File: src/rtl/max_pkg.sv
// Shared defaults and the result record for the max-finder datapath and its consumers.
package max_pkg;

  localparam int DEF_DATA_W = 8;
  localparam int DEF_CNT_W  = 8;

  typedef struct packed {
    logic [DEF_DATA_W-1:0] max;
    logic [DEF_CNT_W-1:0]  idx;
    logic [DEF_CNT_W-1:0]  cnt;
  } result_t;

endpackage

File: src/rtl/max_sat_counter.sv
// Saturating up-counter with restart; sat is sticky until the next clr.
module sat_counter #(
  parameter int W = 8
) (
  input  logic         clk,
  input  logic         rst,
  input  logic         clr,
  input  logic         inc,
  output logic [W-1:0] q,
  output logic         sat
);

  localparam logic [W-1:0] MAX_Q = '1;

  // clr together with inc counts the restarting sample itself, so q becomes 1.
  always_ff @(posedge clk or posedge rst) begin
    if (rst) begin
      q   <= '0;
      sat <= 1'b0;
    end else if (clr) begin
      q   <= W'(inc);
      sat <= 1'b0;
    end else if (inc) begin
      if (q == MAX_Q) sat <= 1'b1;
      else            q   <= q + 1'b1;
    end
  end

endmodule

File: src/rtl/max_datapath.sv
// Running-maximum datapath for the max-finder FSM: compare flag, max/index tracking,
// per-run sample count and a result record captured when the FSM signals done.
module max_datapath
  import max_pkg::*;
#(
  parameter int DATA_W = DEF_DATA_W,
  parameter int CNT_W  = DEF_CNT_W
) (
  input  logic              clk,
  input  logic              rst,
  input  logic              start,
  input  logic [DATA_W-1:0] data_in,
  input  logic              ldMax,
  input  logic              done,
  output logic              in_GTR_Max,
  output logic [DATA_W-1:0] max_val,
  output logic [DATA_W-1:0] res_max,
  output logic [CNT_W-1:0]  res_idx,
  output logic [CNT_W-1:0]  res_cnt,
  output logic              res_valid,
  output logic              cnt_sat
);

  typedef struct packed {
    logic [DATA_W-1:0] max;
    logic [CNT_W-1:0]  idx;
    logic [CNT_W-1:0]  cnt;
  } res_t;

  logic              r_start_d;
  logic              r_done_d;
  logic [DATA_W-1:0] r_max;
  logic [CNT_W-1:0]  r_max_idx;
  res_t              r_res;
  logic              r_res_valid;

  logic              w_first;
  logic              w_capture;
  logic [CNT_W-1:0]  w_sample_cnt;
  logic [CNT_W-1:0]  w_cur_idx;

  assign w_first    = start & ~r_start_d;
  assign w_capture  = done & ~r_done_d;
  assign w_cur_idx  = w_first ? '0 : w_sample_cnt;
  assign in_GTR_Max = (data_in > r_max);

  sat_counter #(.W(CNT_W)) u_cnt (
    .clk (clk),
    .rst (rst),
    .clr (w_first),
    .inc (start),
    .q   (w_sample_cnt),
    .sat (cnt_sat)
  );

  always_ff @(posedge clk or posedge rst) begin
    if (rst) begin
      r_start_d <= 1'b0;
      r_done_d  <= 1'b0;
    end else begin
      r_start_d <= start;
      r_done_d  <= done;
    end
  end

  // A load outside a run would corrupt the max of the next capture, so start gates it.
  always_ff @(posedge clk or posedge rst) begin
    if (rst) begin
      r_max     <= '0;
      r_max_idx <= '0;
    end else if (ldMax && start) begin
      r_max     <= data_in;
      r_max_idx <= w_cur_idx;
    end
  end

  // Only the rising edge of done captures; an FSM parked in done must not re-fire.
  always_ff @(posedge clk or posedge rst) begin
    if (rst) begin
      r_res       <= '0;
      r_res_valid <= 1'b0;
    end else begin
      r_res_valid <= w_capture;
      if (w_capture) begin
        r_res.max <= r_max;
        r_res.idx <= r_max_idx;
        r_res.cnt <= w_sample_cnt;
      end
    end
  end

  assign max_val   = r_max;
  assign res_max   = r_res.max;
  assign res_idx   = r_res.idx;
  assign res_cnt   = r_res.cnt;
  assign res_valid = r_res_valid;

endmodule

File: config.mk
export PLATFORM = sky130hd
export DESIGN_NAME = max_datapath
export DESIGN_NICKNAME = d
export VERILOG_FILES = /design/src/rtl/max_pkg.sv /design/src/rtl/max_sat_counter.sv /design/src/rtl/max_datapath.sv
export SDC_FILE = /design/constraint.sdc
export NUM_CORES = 1
export LEC_CHECK = 0
export ABC_AREA = 1
export BUFFER_PORTS_ARGS = -buffer_cell sky130_fd_sc_hd__buf_2
export CAP_MARGIN = 40
export CORE_ASPECT_RATIO = 0.75
export CORE_UTILIZATION = 58
export CTS_BUF_LIST = sky130_fd_sc_hd__clkbuf_16
export CTS_CLUSTER_DIAMETER = 100
export DETAILED_ROUTE_END_ITERATION = 7
export GPL_TIMING_DRIVEN = 0
export HOLD_SLACK_MARGIN = 0.03
export PLACE_DENSITY = 0.81
export SLEW_MARGIN = 20
export SYNTH_ARGS = -nofsm -noshare
export SYNTH_HDL_FRONTEND = slang
export SYNTH_SLANG_ARGS = --single-unit
File: constraint.sdc
create_clock -name clk -period 2.6 [get_ports clk]
set_clock_uncertainty 0.15 [all_clocks]
set_input_delay 0.39 -clock clk [delete_from_list [all_inputs] [get_ports clk]]
set_output_delay 0.39 -clock clk [all_outputs]
set_load 0.1 [all_outputs]
==> Word-level counts from Yosys, hierarchy flattened <==
Index checks and enable logic that the tools add are counted.
{ "word_totals": {"wordCells": 30, "input_bits": 13, "out_inout_bits": 35, "register_bits": 52} }
{ "op_classes": {"n_reduce_logical": 5, "order_cmp": 1, "n_bitwise": 4, "eq_ne": 2, "mux": 7, "addsub": 1} }
{ "op_table": {"columns": ["operator", "count"], "rows": [
  ["2-to-1 mux 8 bit", 4],
  ["adder 8 x 1 -> 8 bit (second input constant)", 1],
  ["== test 8 bit (second input constant)", 1],
  ["> comparator 8 bit", 1],
  ["AND reduction 2 bit", 2],
  ["nonzero test 2 bit", 2],
  ["2-to-1 mux 1 bit", 3],
  ["bitwise AND 1 bit", 2],
  ["inequality test 2 bit (second input constant)", 1],
  ["NOT 1 bit", 2],
  ["logical AND 1 bit", 1]
]} }

==> Depth between registers and ports, before layout <==
Gate-level depths: netlist (run 1).
{ "logic_depth": {"depth_word": 4, "mapped_depth": 9, "mapped_depth_nobuf": 9} }

==> Cells and area by module <==
Synthesis (run 1) repeated with hierarchy kept, for this count alone.
{ "hier_totals": {"hier_cells": 284, "hier_area_um2": 2447.3} }
{ "modules_own_cells": {"columns": ["module", "instances", "area_per_inst_um2", "cells_each", "seq_area_each_um2"], "rows": [
  ["max_datapath", 1, 1841.8, 199, 1076.0],
  ["sat_counter", 1, 605.6, 85, 225.2]
]} }

==> Worst setup path before layout (run 1) <==
OpenSTA, ideal clock, no wires.
{ "synth_timing": {"path_kind": "flip-flop to output port", "startpoint": "register r_max[7] (netlist: max_val[7])", "endpoint": "output in_GTR_Max", "required_time_ps": 2060, "setup_slack_ps": -1033, "t_arrival_ps": 3093, "n_path_buf": 0, "stages_incl_launch_ff": 7, "path_cell_list": "dfrtp_1 inv_1 ha_1 nand2_1 nor2_1 nand2_1 a21oi_1"} }
{ "synth_between": {"elab_chain_len": 1} }
{ "synth_lines": {"columns": ["element", "line", "rtl"], "rows": [
  ["start, declared", "max_datapath.sv:32", "logic [DATA_W-1:0] r_max;"],
  ["start signal, assigned", "max_datapath.sv:72", "r_max <= data_in;"],
  ["> comparator 8 bit", "max_datapath.sv:45", "assign in_GTR_Max = (data_in > r_max);"],
  ["end, declared", "max_datapath.sv:15", "output logic in_GTR_Max,"]
]} }
Every way passes these cells.

==> Final worst setup path (run 1) <==
Same ends and word-level chain as after synthesis.

==> out/results.md, run 1 <==
- reg -> out — type of the setup path with the least slack
- 0.96 ns — register-to-register setup slack
- 48 — Top-Level Pins
- sky130_fd_sc_hd__dfrtp_2 — slowest stage cell, crit path
- 0 — initial antenna violation count
- 5210 um — post-detailed-routing wire length
- simple AND/OR/NAND/NOR gates — Largest delay share family, worst path
- 52 — total of flip-flops plus latches after synthesis
- 8 — Crit. path cell count
- 282 — Net Count, Synth
- 8.87 um^2 — synthesized area per cell
- 0 — total congestion overflow
- 0.07 ns — clock slew at the register clock pins of the worst setup and hold paths
- 0.00231 mm^2 — summed instance area of the synthesized netlist
- 3 — Max FO, Critical Path
- 5.27 — ratio of routed vias to standard cells
- 8540 um — first-pass GRT wire length
- 0 — DRC errors left
- 47 — Port Buffer Count
- 19 — standard-cell row count
- in -> reg — worst min path class
- sky130_fd_sc_hd__dfrtp_1 — Top FF cell, synth
- 2 — Bufs and invs on worst path
- 360 — instance count after placement with tap cells included
- 8 — number of cells traversed by the worst register-to-register path
- 0.00241 W — total power of the final layout
- sky130_fd_sc_hd__clkbuf_16 — Clk Tree Root Cell
- 1 — number of stages on the worst hold path
- 92.7% — crit share post-route
- 1.87 ns — data arrival time of the worst path
- 27.8% — total routing usage reported by global routing
- 0 — max-capacitance violation count
- inv_1, ha_1, nand2_1, nor2_1, nand3_1, nor2_1, a21oi_4, clkbuf_4 — worst path cell trace
- 2 — H-tree levels
- 278 — number of filler instances in the final layout
- 0.568 ns — slew of the pin with the lowest slew margin
- 24.6% — fraction of final layout cells with drive strength greater than 1
- 0.36 ns — delay of the slowest cell on the worst path
- 1946 — total number of vias
- 29 — largest net degree at the start of global routing
- 0.00424 mm^2 — Total Die Area
- 0.852 — Final Wtd Congestion
- no — unrepaired setup endpoints after global routing
- 61.8% — effective utilization at floorplan
- 52 — total clock sinks
- 0 ns — Total Neg Setup Slack
- 62.1% — max_slew headroom
- 56.4% — Seq/Total Area, Yosys
- 100% — async set-reset flop share out of synthesis
- 5 — number of CTS-inserted buffers
- 1882 — vias in the first global route
- 0 — number of pins with negative max-slew slack in the final report
- 56.4% — area share of the leading cell type in the synthesized netlist
- 426 uV — largest voltage drop on the vdd net
- 0 — antenna fix cells
- 22.4% — area delta synth->final
- 0.29 ns — Skew-Pair Late Insertion Delay
- 3630 um — HPWL after DPL
- 0.415 GHz — highest attainable clock frequency
- complete, no violations — outcome
- u_cnt.q[7] — worst flop-to-flop path endpoint
- sky130_fd_sc_hd__dfrtp_1 (56%), sky130_fd_sc_hd__nand2_1 (13%), sky130_fd_sc_hd__o21ai_0 (5.2%), sky130_fd_sc_hd__ha_1 (4.9%), sky130_fd_sc_hd__inv_1 (4.7%) — synth top area cells
- done — start point of the worst hold path
- 0 — warnings from Yosys
- output pin — CP endpoint kind
- 56.6 um — Die Y
- 2 — buffers from clock root to sink, at most
- 1.53 nW — leakage component of the power
- 14.1 um — routed wire length per instance
- 0 — Final Hold Viols
- 2.06 ns — endpoint required time on the critical path
- r_done_d — hold-critical path endpoint
- 4 — number of detailed-routing iterations run before antenna repair
- 21 — count of unique library cells instantiated by Yosys
- 338 — net count of the finished layout
- flip-flop — Critical Path Start Type
- sky130_fd_sc_hd__dfrtp_1 — area leader, netlist
- 0 — number of enable flip-flop cells after synthesis
- 2.41 ns — fin crit period
- 0 — antenna violation net count after detailed routing
- 102 — DRC violation total after the first TritonRoute iteration
- 0 — count of endpoints failing setup in the final report
- u_cnt.q[1] — R2R Path Start
- 74.8 um — x dimension of the die
- 0.00373 mm^2 — area of the placeable core
- 853 mW/mm^2 — power density over the cells
- yes — CTS tree
- 260 — Cells after Synth
- 369 — non-filler instance count after layout
- sky130_fd_sc_hd__nor2_1 — cell mode on critical path
[how the worst max path moves through the flow]
stage / from / to / slack (ns)
5_1_grt: max_val[7] / in_GTR_Max / 0.04
3_3_place_gp: rst / max_val[7] / 0.01
2_1_floorplan: max_val[0] / in_GTR_Max / 0.08
6_report: max_val[7] / in_GTR_Max / 0.19
4_1_cts: max_val[7] / in_GTR_Max / 0.11
3_5_place_dp: data_in[7] / in_GTR_Max / 0.35
[cells in the mapped netlist, types with 2 or more instances]
| library cell | count |
|---|---|
| sky130_fd_sc_hd__nor2_4 | 2 |
| sky130_fd_sc_hd__nand3_1 | 4 |
| sky130_fd_sc_hd__o31ai_1 | 2 |
| sky130_fd_sc_hd__nand2_1 | 77 |
| sky130_fd_sc_hd__ha_1 | 9 |
| sky130_fd_sc_hd__xor2_1 | 2 |
| sky130_fd_sc_hd__nor2_1 | 21 |
| sky130_fd_sc_hd__o21ai_0 | 24 |
| sky130_fd_sc_hd__a21oi_1 | 21 |
| sky130_fd_sc_hd__buf_2 | 7 |
| sky130_fd_sc_hd__inv_1 | 29 |
| sky130_fd_sc_hd__buf_4 | 2 |
| sky130_fd_sc_hd__dfrtp_1 | 52 |
[per-layer routing]
layer	routed length [um]	share of wire, %	global-route usage, %	vias up
li1	-	-	-	935
met1	2370	45	38.0	936
met2	2440	47	43.0	66
met3	319	6.1	6.28	9
met4	77	1.5	11.1	0
met5	0	0	0	-
[state kept, by name, summed over array words and instances, names as in the netlist]
| name | count |
|---|---|
| res_cnt | 8 |
| res_idx | 8 |
| u_cnt.sat | 1 |
| r_done_d | 1 |
| r_start_d | 1 |
| max_val | 8 |
| u_cnt.q | 8 |
| r_max_idx | 8 |
| res_max | 8 |
| res_valid | 1 |
[cell families after synthesis]
group | count (synthesis) | share of synthesized area (%)
fa+ha+maj | 9 | 4.88
buf+inv | 39 | 7.05
simple gates | 108 | 19.6
xor+xnor | 2 | 0.759
compound gates | 50 | 11.3
flops | 52 | 56.4
[where the power goes]
part | leakage [nW] | total, W | internal (W) | switching, W
clock | 0.0850 | 0.000721 | 0.000449 | 0.000273
sequential | 0.652 | 0.000930 | 0.000888 | 0.0000419
combinational | 0.797 | 0.000757 | 0.000126 | 0.000631
total | 1.53 | 0.00241 | 0.00146 | 0.000945
[cell usage in the layout, fill, tap and decap left out]
cell type	count
sky130_fd_sc_hd__a21o_1	1
sky130_fd_sc_hd__a21oi_1	20
sky130_fd_sc_hd__a21oi_4	1
sky130_fd_sc_hd__a31oi_1	1
sky130_fd_sc_hd__buf_12	1
sky130_fd_sc_hd__buf_2	53
sky130_fd_sc_hd__buf_4	2
sky130_fd_sc_hd__bufinv_16	1
sky130_fd_sc_hd__clkbuf_1	1
sky130_fd_sc_hd__clkbuf_16	5
sky130_fd_sc_hd__clkbuf_4	1
sky130_fd_sc_hd__clkinv_2	1
sky130_fd_sc_hd__dfrtp_1	45
sky130_fd_sc_hd__dfrtp_2	7
sky130_fd_sc_hd__dlygate4sd3_1	1
sky130_fd_sc_hd__ha_1	9
sky130_fd_sc_hd__inv_1	29
sky130_fd_sc_hd__inv_2	1
sky130_fd_sc_hd__nand2_1	77
sky130_fd_sc_hd__nand2_2	1
sky130_fd_sc_hd__nand2_4	1
sky130_fd_sc_hd__nand3_1	4
sky130_fd_sc_hd__nand3_4	1
sky130_fd_sc_hd__nand4_1	1
sky130_fd_sc_hd__nor2_1	21
sky130_fd_sc_hd__nor2_4	2
sky130_fd_sc_hd__o21ai_0	24
sky130_fd_sc_hd__o21bai_1	1
sky130_fd_sc_hd__o31ai_1	2
sky130_fd_sc_hd__xor2_1	2
[stage by stage]
| stage | hold slack (ns) | setup slack [ns] | util, % | instance area [um^2] |
|---|---|---|---|---|
| after detailed placement | 0.303 | 0.346 | 70.9 | 2650 |
| after CTS | 0.0715 | 0.112 | 75.6 | 2820 |
| after floorplan | 0.271 | 0.0804 | - | 2330 |
| after global routing | 0.0671 | 0.0440 | 75.7 | 2820 |
| after global placement | 0.301 | 0.0139 | 70.4 | 2630 |
| final | 0.0728 | 0.190 | 75.7 | 2820 |
[layout make-up]
class,instances,area [um^2],share of cell area (%)
plain buffers,10,53.8,1.91
clock buffers,5,125,4.43
clock inverters,3,38.8,1.37
inverters,29,109,3.85
multi-input cells,169,855,30.3
flip-flops and latches,52,1310,46.4
well taps,52,65.1,2.30
repair buffers,49,268,9.48
[timing repair]
item                                    4_1_cts  5_1_grt
hold buffers                                  1        0
setup buffers                                 0        0
endpoints found under the hold margin        24        0
resized for setup                             0        1
endpoints found under the setup margin        0        1
[worst register-to-register path: stages (launching register included)]
cell,delay (ns)
sky130_fd_sc_hd__dfrtp_1,0.45
sky130_fd_sc_hd__ha_1,0.23
sky130_fd_sc_hd__nand2_1,0.13
sky130_fd_sc_hd__nor2_1,0.16
sky130_fd_sc_hd__nand2_1,0.07
sky130_fd_sc_hd__nand3_1,0.11
sky130_fd_sc_hd__inv_1,0.10
sky130_fd_sc_hd__nand2_1,0.08
sky130_fd_sc_hd__nand2_1,0.05
No activity file was read; power rests on OpenSTA's default activity.
==> run 2, diff against run 1 <==
ABC_AREA = not set   (was 1)
==> out/results.md, run 2 <==
- 0 — total congestion overflow
- 19 — standard-cell row count
- 0.00225 mm^2 — summed instance area of the synthesized netlist
- 5 — number of CTS-inserted buffers
- 0 — number of post-CTS setup repair buffers
- 36.0% — fraction of final layout cells with drive strength greater than 1
- sky130_fd_sc_hd__buf_2 — most frequent standard cell in the layout excluding fill and tap cells
- 61.1% — effective utilization at floorplan
- 0 — count of endpoints failing setup in the final report
- 0 — antenna fix cells
- sky130_fd_sc_hd__dfrtp_1 — area leader, netlist
- 0.07 ns — clock slew at the register clock pins of the worst setup and hold paths
- 0.00368 mm^2 — area of the placeable core
- 3 — Max FO, Critical Path
- 0.561 ns — slew of the pin with the lowest slew margin
- 22.4% — area delta synth->final
- 3150 um — HPWL after DPL
- no — unrepaired setup endpoints after global routing
- complete, no violations — outcome
- 0.83 ns — register-to-register setup slack
- in -> reg — worst min path class
- 0 — DRC errors left
- sky130_fd_sc_hd__buf_2 (51), sky130_fd_sc_hd__dfrtp_1 (50), sky130_fd_sc_hd__nand2_1 (33) — most frequent cells in the layout
- 0 — initial antenna violation count
- 0 — Final Hold Viols
- 30 — count of unique library cells instantiated by Yosys
- 0.00265 W — total power of the final layout
- 1.85 ns — data arrival time of the worst path
- 0.418 GHz — highest attainable clock frequency
- 52 — total clock sinks
- 1632 — vias in the first global route
- 0.00414 mm^2 — Total Die Area
- 2.39 ns — fin crit period
- 5.36 — ratio of routed vias to standard cells
- sky130_fd_sc_hd__dfrtp_1 (52), sky130_fd_sc_hd__nand2_1 (33), sky130_fd_sc_hd__mux2_2 (23), sky130_fd_sc_hd__o21ai_0 (22), sky130_fd_sc_hd__inv_1 (11) — most used standard cells in the synthesized netlist
- multiplexers — dominant combinational cell family by area after synthesis
- 34.7% — combinational cell fraction of total power
- 0 — number of pins with negative max-slew slack in the final report
- 100% — async set-reset flop share out of synthesis
- 5.00% — share of synthesized cell area in full adder, half adder and majority cells
- 0.00112 W — total net switching power
- 57.8% — Seq/Total Area, Yosys
- 57.8% — area share of the leading cell type in the synthesized netlist
- sky130_fd_sc_hd__dfrtp_1 (58%), sky130_fd_sc_hd__mux2_2 (12%), sky130_fd_sc_hd__nand2_1 (5.5%), sky130_fd_sc_hd__ha_1 (5.0%), sky130_fd_sc_hd__o21ai_0 (4.9%) — synth top area cells
- 62.5% — max_slew headroom
- 10.7% — basic-gate share of the synthesized area counting and, or, nand and nor cells
- 28 — largest net degree at the start of global routing
- 2 — H-tree levels
- 4 — number of detailed-routing iterations run before antenna repair
- 0.799 — Final Wtd Congestion
- sky130_fd_sc_hd__dfrtp_1 — Top FF cell, synth
- u_cnt.q[0] — R2R Path Start
- 0.29 ns — Skew-Pair Late Insertion Delay
- u_cnt.q[1] — worst flop-to-flop path endpoint
- 47 — Port Buffer Count
- 0 — warnings from Yosys
- 28.1% — fraction of power consumed by the clock network
- 73.9 um — x dimension of the die
- 11.3% — area fraction in compound gates after synthesis
- 14.8 um — routed wire length per instance
- flip-flop — Critical Path Start Type
- 25.3% — total routing usage reported by global routing
- 596 uV — largest voltage drop on the vdd net
- 196 — Cells after Synth
- reg -> out — type of the setup path with the least slack
- 92.0% — crit share post-route
- 7760 um — first-pass GRT wire length
- 42.1% — switch share
- 296 — instance count after placement with tap cells included
- 0 — number of enable flip-flop cells after synthesis
- 2 — buffers from clock root to sink, at most
- 0% — fraction of synthesized cell area in xor and xnor cells
- 0.00153 W — internal portion of total power
- output pin — CP endpoint kind
- 2.06 ns — endpoint required time on the critical path
- 0 ns — Total Neg Setup Slack
- in_GTR_Max — end point of the critical path
- 56.0 um — Die Y
- 0 — max-capacitance violation count
- 305 — non-filler instance count after layout
- 48 — Top-Level Pins
- 5 — number of cells traversed by the worst register-to-register path
- 11.5% — post-synthesis mux area share
- 69 — DRC violation total after the first TritonRoute iteration
- 0 — antenna violation net count after detailed routing
- 274 — net count of the finished layout
- 218 — Net Count, Synth
- 37.2% — portion of total power attributed to sequential cells
- 1635 — total number of vias
- sky130_fd_sc_hd__clkbuf_16 — Clk Tree Root Cell
- 4520 um — post-detailed-routing wire length
- max_val[1] — beginning of the critical path
- 11.5 um^2 — synthesized area per cell
- sky130_fd_sc_hd__dfrtp_1 — cell with the most instances after synthesis
- 1.42 nW — leakage component of the power
- yes — CTS tree
- 962 mW/mm^2 — power density over the cells
- 52 — total of flip-flops plus latches after synthesis
==> run 2: metrics by stage <==
step           setup WS (ns)  util [%]  hold WS [ns]  instance area (um^2)
2_1_floorplan         0.0115         -         0.271                  2250
3_5_place_dp           0.374      69.9         0.323                  2570
4_1_cts               0.0983      74.7        0.0741                  2750
5_1_grt               0.0912      74.8        0.0681                  2760
6_report               0.209      74.8        0.0763                  2760
3_3_place_gp          0.0386      69.3         0.312                  2550
==> run 2: how the worst min path moves through the flow <==
stage	start	end	slack (ns)	cells past startpoint
6_report	done	r_done_d	0.08	1
2_1_floorplan	done	r_done_d	0.27	0
4_1_cts	done	r_done_d	0.07	1
5_1_grt	done	r_done_d	0.07	1
3_3_place_gp	res_max[5]	res_max[5]	0.31	2
3_5_place_dp	r_max_idx[3]	r_max_idx[3]	0.32	2
==> run 2: critical path, cell delays in order, from the launching register on <==
cell and delay, ns:
sky130_fd_sc_hd__dfrtp_2 0.40, sky130_fd_sc_hd__inv_1 0.07, sky130_fd_sc_hd__ha_1 0.24, sky130_fd_sc_hd__nor2b_1 0.14
sky130_fd_sc_hd__o211ai_1 0.15, sky130_fd_sc_hd__a21oi_1 0.09, sky130_fd_sc_hd__o22a_2 0.19, sky130_fd_sc_hd__clkbuf_4 0.28
==> run 2: repair_timing <==
action | CTS | global route
gates resized for setup | 0 | 1
endpoints found under the setup margin | 0 | 1
endpoints found under the hold margin | 25 | 0
hold buffers | 1 | 0
==> run 2: cell type report <==
class / instances / area (um^2)
multi-input cells: 124 / 870
clock inverters: 3 / 42.5
plain buffers: 9 / 40.0
repair buffers: 49 / 268
well taps: 52 / 65.1
inverters: 11 / 41.3
flip-flops and latches: 52 / 1300
clock buffers: 5 / 125
fillers: 247 / 930
==> run 2: cells by family after synthesis <==
group	after synthesis
AOI/OAI and AO/OA	44
adders and majority gates	9
DFF	52
and+or+nand+nor	48
muxes	23
buffers and inverters	20
==> run 2: layer usage <==
metal,vias to the layer above,GRT usage (%),part of all wire (%)
li1,795,-,-
met5,-,0,0
met3,5,4.71,3.3
met4,0,9.34,1.1
met2,41,36.9,46
met1,794,37.7,49
==> run 2: power by group through the flow <==
stage / sequential, W / clock, W / combinational [W]
2_1_floorplan: 0.00153 / 0 / 0.000217
3_3_place_gp: 0.000996 / 0 / 0.000894
3_5_place_dp: 0.00100 / 0 / 0.000911
4_1_cts: 0.000986 / 0.000749 / 0.000920
5_1_grt: 0.00100 / 0.000780 / 0.000963
6_report: 0.000986 / 0.000746 / 0.000919
==> run 3, diff against run 2 <==
BUFFER_PORTS_ARGS = -buffer_cell sky130_fd_sc_hd__buf_4   (was -buffer_cell sky130_fd_sc_hd__buf_2)
==> out/results.md, run 3 (synthesized netlist as in run 2, its figures left out) <==
- complete, no violations — outcome
- 36.9% — met2 Use GR
- u_cnt.q[0] — R2R Path Start
- 3 — Max FO, Critical Path
- 56.0 um — Die Y
- 3250 um — HPWL after DPL
- 909 mW/mm^2 — power density over the cells
- sky130_fd_sc_hd__dfrtp_1 (50), sky130_fd_sc_hd__buf_4 (47), sky130_fd_sc_hd__nand2_1 (33) — most frequent cells in the layout
- 305 — non-filler instance count after layout
- 567 uV — largest voltage drop on the vdd net
- flip-flop — Critical Path Start Type
- 0.558 ns — slew of the pin with the lowest slew margin
- 141 — DRC violation total after the first TritonRoute iteration
- 0.37 ns — delay of the slowest cell on the worst path
- 2 — Bufs and invs on worst path
- 296 — instance count after placement with tap cells included
- 0.00259 W — total power of the final layout
- 2 — H-tree levels
- in -> reg — worst min path class
- 1.85 ns — data arrival time of the worst path
- 5 — number of CTS-inserted buffers
- 0.28 ns — Skew-Pair Late Insertion Delay
- 48 — Top-Level Pins
- 0 — Final Hold Viols
- 0.00414 mm^2 — Total Die Area
- 62.8% — max_slew headroom
- 1670 — total number of vias
- yes — CTS tree
- 47 — Port Buffer Count
- 2 — buffers from clock root to sink, at most
- 1.43 nW — leakage component of the power
- done — start point of the worst hold path
- 52 — total clock sinks
- 92.0% — crit share post-route
- met1 — most used routing layer in global routing
- 26.4% — area delta synth->final
- 4 — number of detailed-routing iterations run before antenna repair
- 274 — net count of the finished layout
- 0 — number of pins with negative max-slew slack in the final report
- 0 — count of endpoints failing setup in the final report
- 4.89% — global-route track usage on met3
- 14.8 um — routed wire length per instance
- sky130_fd_sc_hd__dfrtp_1 — slowest stage cell, crit path
- 0 ns — Total Neg Setup Slack
- 38.4% — GR Util met1
- 2.39 ns — fin crit period
- 73.9 um — x dimension of the die
- max_val[5] — beginning of the critical path
- 0.00368 mm^2 — area of the placeable core
- 0 — max-capacitance violation count
- 0.0755 ns — post-route worst hold slack
- 5.48 — ratio of routed vias to standard cells
- 0.826 — Final Wtd Congestion
- 0.418 GHz — highest attainable clock frequency
- 0 — DRC errors left
- 25.1% — total routing usage reported by global routing
- inv_1, ha_1, a21oi_1, o21ai_0, o22a_2, buf_4 — worst path cell trace
- reg -> out — type of the setup path with the least slack
- 28 — largest net degree at the start of global routing
- 0 — initial antenna violation count
- 7750 um — first-pass GRT wire length
- 4520 um — post-detailed-routing wire length
- 61.1% — effective utilization at floorplan
- output pin — CP endpoint kind
- 2.06 ns — endpoint required time on the critical path
- sky130_fd_sc_hd__clkbuf_16 — Clk Tree Root Cell
- 0 — antenna violation net count after detailed routing
- 0 — total congestion overflow
- compound AO/OA/AOI/OAI gates — Largest delay share family, worst path
- sky130_fd_sc_hd__dfrtp_1 — most frequent standard cell in the layout excluding fill and tap cells
- 0.83 ns — register-to-register setup slack
- 36.0% — fraction of final layout cells with drive strength greater than 1
- 77.2% — share of the core filled with cells
- 0 — antenna fix cells
- no — unrepaired setup endpoints after global routing
- 19 — standard-cell row count
- 1639 — vias in the first global route
- 0.06 ns — clock slew at the register clock pins of the worst setup and hold paths
==> run 3: cell types whose count changed in the layout (fill, tap and decap cells not counted), sizes merged <==
cell and change:
inv -1, buf +1, clkbuf -1, bufinv -1
clkinv +2
==> run 3: through the flow <==
stage          area (um^2)  setup slack, ns
6_report              2850            0.207
5_1_grt               2850            0.126
4_1_cts               2850            0.257
3_5_place_dp          2690            0.476
3_3_place_gp          2670          0.00763
2_1_floorplan         2250           0.0115
==> run 3: power by group <==
part	internal [W]	total (W)	leakage, nW	switching (W)
clock network	0.000355	0.000632	0.0716	0.000277
logic	0.000217	0.000963	0.681	0.000746
registers	0.000912	0.000992	0.674	0.0000807
total	0.00148	0.00259	1.43	0.00110
==> run 3: per-layer routing <==
metal / up-vias / part of all wire, %
met5: - / 0
met4: 0 / 0.62
met3: 4 / 5.0
met2: 60 / 46
met1: 810 / 48
li1: 796 / -
==> run 3: worst paths after layout <==
path                                end  depth (start not counted)
max                          in_GTR_Max                          6
min                            r_done_d                          1
max reg2reg                  u_cnt.q[1]                          5
min reg2reg                r_max_idx[7]                          2
max in group asynchronous    u_cnt.q[2]                          4
min in group asynchronous    res_max[4]                          3
==> run 3: final cells by class <==
type                       count  area, um^2
inverter                      11        41.3
tap                           52        65.1
timing repair buffer          49         383
multi-input combinational    124         870
fill                         252         840
sequential                    52        1300
clock buffer                   5         125
buffer                         9        40.0
clock inverter                 3        17.5
==> run 3: repair_timing <==
item | 4_1_cts | 5_1_grt
hold buffers | 1 | 0
endpoints found under the hold margin | 12 | 0
gates resized for setup | 0 | 0
buffers inserted | 0 | 0
